$ cat config.mk
export PLATFORM = sky130hd
export DESIGN_NAME = regfile_scoreboard
export DESIGN_NICKNAME = d
export VERILOG_FILES = /design/src/rtl/regfile_scoreboard.sv
export SDC_FILE = /design/constraint.sdc
export NUM_CORES = 2
export LEC_CHECK = 0
export ABC_AREA = 1
export CAP_MARGIN = 0
export CORE_MARGIN = 1
export CORE_UTILIZATION = 30
export DETAILED_ROUTE_END_ITERATION = 8
export PLACE_DENSITY = 0.45
export REMOVE_ABC_BUFFERS = 1
export SYNTH_ARGS = -nofsm -noshare
export SYNTH_HDL_FRONTEND = slang
export SYNTH_SLANG_ARGS = --single-unit
$ cat constraint.sdc
create_clock -name clk -period 43.6 [get_ports clk]
set_clock_uncertainty 0.05 [all_clocks]
set_input_delay 8.72 -clock clk [delete_from_list [all_inputs] [get_ports clk]]
set_output_delay 8.72 -clock clk [all_outputs]
set_load 0.02 [all_outputs]
$ cat src/rtl/regfile_scoreboard.sv
// ---------------------------------------------------------------------------
// regfile_scoreboard
//
// Register file with a per-register "writeback pending" scoreboard.
// Reads are combinational on two independent ports. Writes and busy
// updates take effect on one rising clock edge. Register 0 always reads
// as zero and is never busy.
//
// Optional feature macro: REGFILE_BYPASS_EN
//   When defined, a writeback in the current cycle is forwarded to a read
//   port that addresses the same register. That port then returns wb_data
//   with busy = 0 in the same cycle.
//   When undefined, read ports return only the array contents and the
//   registered busy bits.
//
// Parameters
//   XLEN   - data width of each register
//   NREGS  - register count (power of two, >= 2); ADDR_W = log2(NREGS)
//
// Ports
//   clk                  rising-edge clock
//   reset                asynchronous, active-high reset
//   rs1_addr, rs2_addr   read addresses
//   rs1_data, rs2_data   read data (combinational)
//   rs1_busy, rs2_busy   addressed register has a writeback pending
//   issue_valid/issue_rd mark a destination register pending
//   wb_valid/wb_rd/wb_data  writeback port (writes data, clears pending)
//   flush                clears every pending mark
//   busy_count           registered popcount of the pending marks
// ---------------------------------------------------------------------------
module regfile_scoreboard #(
    parameter int XLEN  = 32,
    parameter int NREGS = 32,
    localparam int ADDR_W = $clog2(NREGS)
) (
    input  logic              clk,
    input  logic              reset,
    input  logic [ADDR_W-1:0] rs1_addr,
    input  logic [ADDR_W-1:0] rs2_addr,
    output logic [XLEN-1:0]   rs1_data,
    output logic [XLEN-1:0]   rs2_data,
    output logic              rs1_busy,
    output logic              rs2_busy,
    input  logic              issue_valid,
    input  logic [ADDR_W-1:0] issue_rd,
    input  logic              wb_valid,
    input  logic [ADDR_W-1:0] wb_rd,
    input  logic [XLEN-1:0]   wb_data,
    input  logic              flush,
    output logic [ADDR_W:0]   busy_count
);

    localparam logic [ADDR_W-1:0] ZERO_ADDR  = {ADDR_W{1'b0}};
    localparam logic [XLEN-1:0]   ZERO_DATA  = {XLEN{1'b0}};
    localparam logic [NREGS-1:0]  ZERO_MASK  = {NREGS{1'b0}};
    localparam logic [ADDR_W:0]   ZERO_COUNT = {(ADDR_W+1){1'b0}};

    // Number of set bits in a busy vector; the result never exceeds NREGS-1
    // because bit 0 is held at zero.
    function automatic logic [ADDR_W:0] popcount(input logic [NREGS-1:0] vec);
        logic [ADDR_W:0] acc;
        acc = ZERO_COUNT;
        for (int i = 0; i < NREGS; i++) begin
            acc = acc + {{ADDR_W{1'b0}}, vec[i]};
        end
        return acc;
    endfunction

    logic [XLEN-1:0]  regs_r [NREGS];
    logic [NREGS-1:0] busy_r;
    logic [ADDR_W:0]  busy_count_r;

    logic             wb_hit_s;
    logic             issue_hit_s;
    logic [NREGS-1:0] set_mask_s;
    logic [NREGS-1:0] clr_mask_s;
    logic [NREGS-1:0] busy_next_s;

    // Writes and issues aimed at register 0 are architecturally discarded.
    assign wb_hit_s    = wb_valid && (wb_rd != ZERO_ADDR);
    assign issue_hit_s = issue_valid && (issue_rd != ZERO_ADDR) && !flush;

    // One-hot decode of the issue (set) and writeback (clear) targets.
    always_comb begin
        set_mask_s = ZERO_MASK;
        clr_mask_s = ZERO_MASK;
        if (issue_hit_s) begin
            set_mask_s[issue_rd] = 1'b1;
        end else begin
            set_mask_s = ZERO_MASK;
        end
        if (wb_hit_s) begin
            clr_mask_s[wb_rd] = 1'b1;
        end else begin
            clr_mask_s = ZERO_MASK;
        end
    end

    // Next busy vector: flush beats everything; otherwise the set is applied
    // after the clear, so a same-register issue+wb leaves the bit set.
    always_comb begin
        busy_next_s = busy_r;
        if (flush) begin
            busy_next_s = ZERO_MASK;
        end else begin
            busy_next_s = (busy_r & ~clr_mask_s) | set_mask_s;
        end
        busy_next_s[0] = 1'b0;
    end

    // Register array storage; a writeback writes data even during flush.
    always_ff @(posedge clk or posedge reset) begin
        if (reset) begin
            for (int i = 0; i < NREGS; i++) begin
                regs_r[i] <= ZERO_DATA;
            end
        end else if (wb_hit_s) begin
            regs_r[wb_rd] <= wb_data;
        end
    end

    // Busy vector and its popcount, updated together so busy_count has no lag.
    always_ff @(posedge clk or posedge reset) begin
        if (reset) begin
            busy_r       <= ZERO_MASK;
            busy_count_r <= ZERO_COUNT;
        end else begin
            busy_r       <= busy_next_s;
            busy_count_r <= popcount(busy_next_s);
        end
    end

    assign busy_count = busy_count_r;

    // Read port 1: zero during reset or for address 0, optionally forwarded.
    always_comb begin
        rs1_data = ZERO_DATA;
        rs1_busy = 1'b0;
        if (reset || (rs1_addr == ZERO_ADDR)) begin
            rs1_data = ZERO_DATA;
            rs1_busy = 1'b0;
        end
`ifdef REGFILE_BYPASS_EN
        else if (wb_hit_s && (wb_rd == rs1_addr)) begin
            rs1_data = wb_data;
            rs1_busy = 1'b0;
        end
`endif
        else begin
            rs1_data = regs_r[rs1_addr];
            rs1_busy = busy_r[rs1_addr];
        end
    end

    // Read port 2: identical to port 1 and fully independent of it.
    always_comb begin
        rs2_data = ZERO_DATA;
        rs2_busy = 1'b0;
        if (reset || (rs2_addr == ZERO_ADDR)) begin
            rs2_data = ZERO_DATA;
            rs2_busy = 1'b0;
        end
`ifdef REGFILE_BYPASS_EN
        else if (wb_hit_s && (wb_rd == rs2_addr)) begin
            rs2_data = wb_data;
            rs2_busy = 1'b0;
        end
`endif
        else begin
            rs2_data = regs_r[rs2_addr];
            rs2_busy = busy_r[rs2_addr];
        end
    end

endmodule

==> impl_metrics.env <==
export IMPL_path_clk_slew_ps=50
export IMPL_r2r_end="busy_count[4]$_DFF_PP0_"
export IMPL_drive_above_1_share_pct=4.68
export IMPL_grt_max_degree=168
export IMPL_crit_required_ps=34830
export IMPL_clock_latency_ps=790
export IMPL_path_cells="buf_8 > buf_12 > buf_4 > buf_4 > nand2_1 > nand2_1 > nand2_1 > a21oi_1 > nor2_1 > nand2_1 > nand2_1 > nor2_1 > clkdlybuf4s50_1"
export IMPL_worst_path_buf_inv=5
export IMPL_cp_arrival_ps=13490
export IMPL_r2r_slack_ps=38190
export IMPL_grt_pass1_wl_mm=406
export IMPL_seq_area_frac_synth_pct=43.9
export IMPL_antenna_found_initial=7
export IMPL_crit_end="rs1_data[8]"
export IMPL_rsz0062_at_grt="false"
export IMPL_reg2reg_depth=16
export IMPL_dp_cells=11100
export IMPL_power_density_nw_per_um2=45.5
export IMPL_maxCapViolations=0
export IMPL_crit_type="in2out"
export IMPL_hold_slack_ps=328
export IMPL_post_route_util_pct=33.7
export IMPL_total_power_uw=3070
export IMPL_crit_top_cell="nand2_1"
export IMPL_ant_nets=0
export IMPL_ctsHoldBuffers=0
export IMPL_post_cts_buffers=0
export IMPL_dp_hpwl_mm=147
export IMPL_pre_cts_slack_ps=21440
export IMPL_register_area_um2=26600
export IMPL_post_route_min_period_ps=22260
export IMPL_drc_errors=4
export IMPL_synth_area_um2=60500
export IMPL_syn_avg_cell_area_um2=6.78
export IMPL_ctsHtreeMaxLevel=4
export IMPL_yosysWarnings=0
export IMPL_detail_route_wirelength_mm=279
export IMPL_slew_viol_final=0
export IMPL_pwr_share_comb_pct=18.9
export IMPL_critPathLaunchType="primary input"
export IMPL_grt_use_total_pct=27.1
export IMPL_viasPerCell=5.27
export IMPL_fin_cells=11300
export IMPL_multi_input_area_um2=28600
export IMPL_tightest_slew_ps=1270
export IMPL_grt_overflow_total=0
export IMPL_gp_congestion=0.819
export IMPL_slowest_stage="buf_4"
export IMPL_num_rows=164
export IMPL_yosys_register_bits=1061
export IMPL_cpPeakStageDelay_ps=800
export IMPL_setup_violations=0
export IMPL_io_pins=129
export IMPL_crit_cells=13
export IMPL_maxSlewHeadroom_pct=15.3
export IMPL_cp_max_fo=149
export IMPL_die_area_um2=203000
export IMPL_area_growth_pct=11.5
export IMPL_finalCritPeriodShare_pct=51.1
export IMPL_finalHoldViolations=0
export IMPL_fp_dieH_um=451
export IMPL_ys_types=33
export IMPL_cts_root_buf="clkbuf_16"
export IMPL_internal_power_uw=2080
export IMPL_p_switching_uw=991
export IMPL_swShare_pct=32.3
export IMPL_grt_pass1_vias=56900
export IMPL_critPathLaunch="rs1_addr[0]"
export IMPL_cp_end_kind="primary output"
export IMPL_postSynthCellCount=8922
export IMPL_cts_buffer_depth=3
export IMPL_fill_cells=21500
export IMPL_numCtsBuffers=136
export IMPL_fin_nets=8651
export IMPL_portBuffers=128
export IMPL_reg2reg_from="busy_r[14]$_DFF_PP0_"
export IMPL_start_util_pct=30.2
export IMPL_hp_class="reg2reg"
export IMPL_cts_resized=0
export IMPL_critical_path_top_delay_family="buffers and inverters"
export IMPL_detail_route_wl_per_cell_um=24.6
export IMPL_clockPowerShare_pct=38.5
export IMPL_p_leak_uw=0.0315
export IMPL_clock_sinks=1061
export IMPL_firstDrtPassIters=9
export IMPL_worst_slack_ps=21340
export IMPL_outcome="finished, violations left"
export IMPL_power_frac_seq_pct=42.6
export IMPL_peakVddDrop_uv=41.7
export IMPL_die_x_um=451
export IMPL_core_um2=200000
export IMPL_vias=59700
export IMPL_cts_tree="yes"
export IMPL_clock_fmax_mhz=44.9
export IMPL_drt_iter0_markers=6847
export IMPL_violations="DRC"
per-stage QoR:
| stage | TNS [ps] | instance area, um2 |
|---|---|---|
| 6_report | 0 | 67400 |
| 5_1_grt | 0 | 67400 |
| 4_1_cts | 0 | 67400 |
| 3_5_place_dp | 0 | 62800 |
| 3_3_place_gp | 0 | 62800 |
| 2_1_floorplan | -221590 | 57000 |
sequential cells by signal, indices dropped and copies added (netlist names):
signal      cells
busy_count      6
regs_r       1024
busy_r         31
metal layers:
layer	share of wire, %	track usage [%]	up-vias
li1	-	-	27600
met1	44	36.8	29100
met2	45	43.6	2546
met3	7.0	3.91	513
met4	3.7	9.73	2
met5	0.0047	0	-
cells by family after synthesis:
group	after synthesis	synth area share [%]
simple gates	4990	33.1
compound gates	1565	13.1
buf+inv	1273	8.96
flops	1061	43.9
xor+xnor	3	0.0434
fa+ha+maj	30	0.906
cell type report:
cell class                 instances  share of cell area [%]
inverter                         525                    3.00
clock inverter                    34                   0.718
clock buffer                     210                    6.11
multi-input combinational       6588                    42.5
timing repair buffer             252                    3.40
tap                             2656                    4.93
antenna                            2                 0.00742
sequential                      1061                    39.4
power by group through the flow:
stage	combinational [uW]	sequential, uW	clock [uW]
CTS	581	1300	1200
detailed placement	579	1320	0
finish	581	1310	1180
global placement	571	1310	0
floorplan	386	1290	0
global route	666	1330	1240
worst reg2reg max path, stage by stage (launching register included):
cell     delay, ps
dfrtp_1        390
nand2_1        100
a21oi_1        240
inv_1           90
fa_1           610
fa_1           480
fa_1           550
fa_1           430
fa_1           530
inv_1           60
fa_1           450
fa_1           430
fa_1           470
a21oi_1        170
nor2_1          50
nor2_1         110
xnor2_1        140
placed cells by master, fill, tap and decap left out, types with 17 or more instances in the layout:
| master | count |
|---|---|
| clkbuf_16 | 141 |
| clkinv_2 | 23 |
| clkdlybuf4s50_1 | 118 |
| o21ai_0 | 1073 |
| nand4_1 | 24 |
| nor2_4 | 17 |
| buf_4 | 123 |
| o21ai_1 | 84 |
| clkbuf_1 | 36 |
| nand3_1 | 820 |
| fa_1 | 23 |
| nand2_1 | 3479 |
| dfrtp_1 | 1061 |
| a21oi_1 | 368 |
| inv_1 | 495 |
| o211ai_1 | 34 |
| clkbuf_8 | 34 |
| nor2_1 | 620 |
worst min path at each step:
stage,end,depth (start not counted),slack [ps],startpoint
floorplan,regs_r[1011]$_DFFE_PP0P_,0,300,regs_r[1011]$_DFFE_PP0P_
global placement,regs_r[1018]$_DFFE_PP0P_,0,320,regs_r[1018]$_DFFE_PP0P_
global route,regs_r[993]$_DFFE_PP0P_,0,330,regs_r[993]$_DFFE_PP0P_
finish,regs_r[993]$_DFFE_PP0P_,0,330,regs_r[993]$_DFFE_PP0P_
CTS,regs_r[993]$_DFFE_PP0P_,0,330,regs_r[993]$_DFFE_PP0P_
detailed placement,regs_r[993]$_DFFE_PP0P_,0,320,regs_r[993]$_DFFE_PP0P_
cell usage after synthesis, drive strengths merged:
| library cell | instances | share of area (%) |
|---|---|---|
| o211ai | 34 | 0.42 |
| a211oi | 1 | 0.012 |
| nand3 | 825 | 6.9 |
| xnor2 | 1 | 0.014 |
| nor2 | 640 | 4.2 |
| nand4 | 24 | 0.25 |
| fa | 23 | 0.76 |
| o31ai | 1 | 0.012 |
| clkbuf | 321 | 2.0 |
| ha | 7 | 0.14 |
| nand3b | 1 | 0.033 |
| dfrtp | 1061 | 44 |
| a31oi | 1 | 0.010 |
| nand2 | 3486 | 22 |
| o41ai | 1 | 0.027 |
| o21ai | 1157 | 9.6 |
| buf | 427 | 3.7 |
| inv | 525 | 3.3 |
| a21oi | 368 | 3.0 |
| nor3 | 14 | 0.12 |
| o21a | 2 | 0.025 |
| xor2 | 2 | 0.029 |
(Power assumes the default switching activity.)
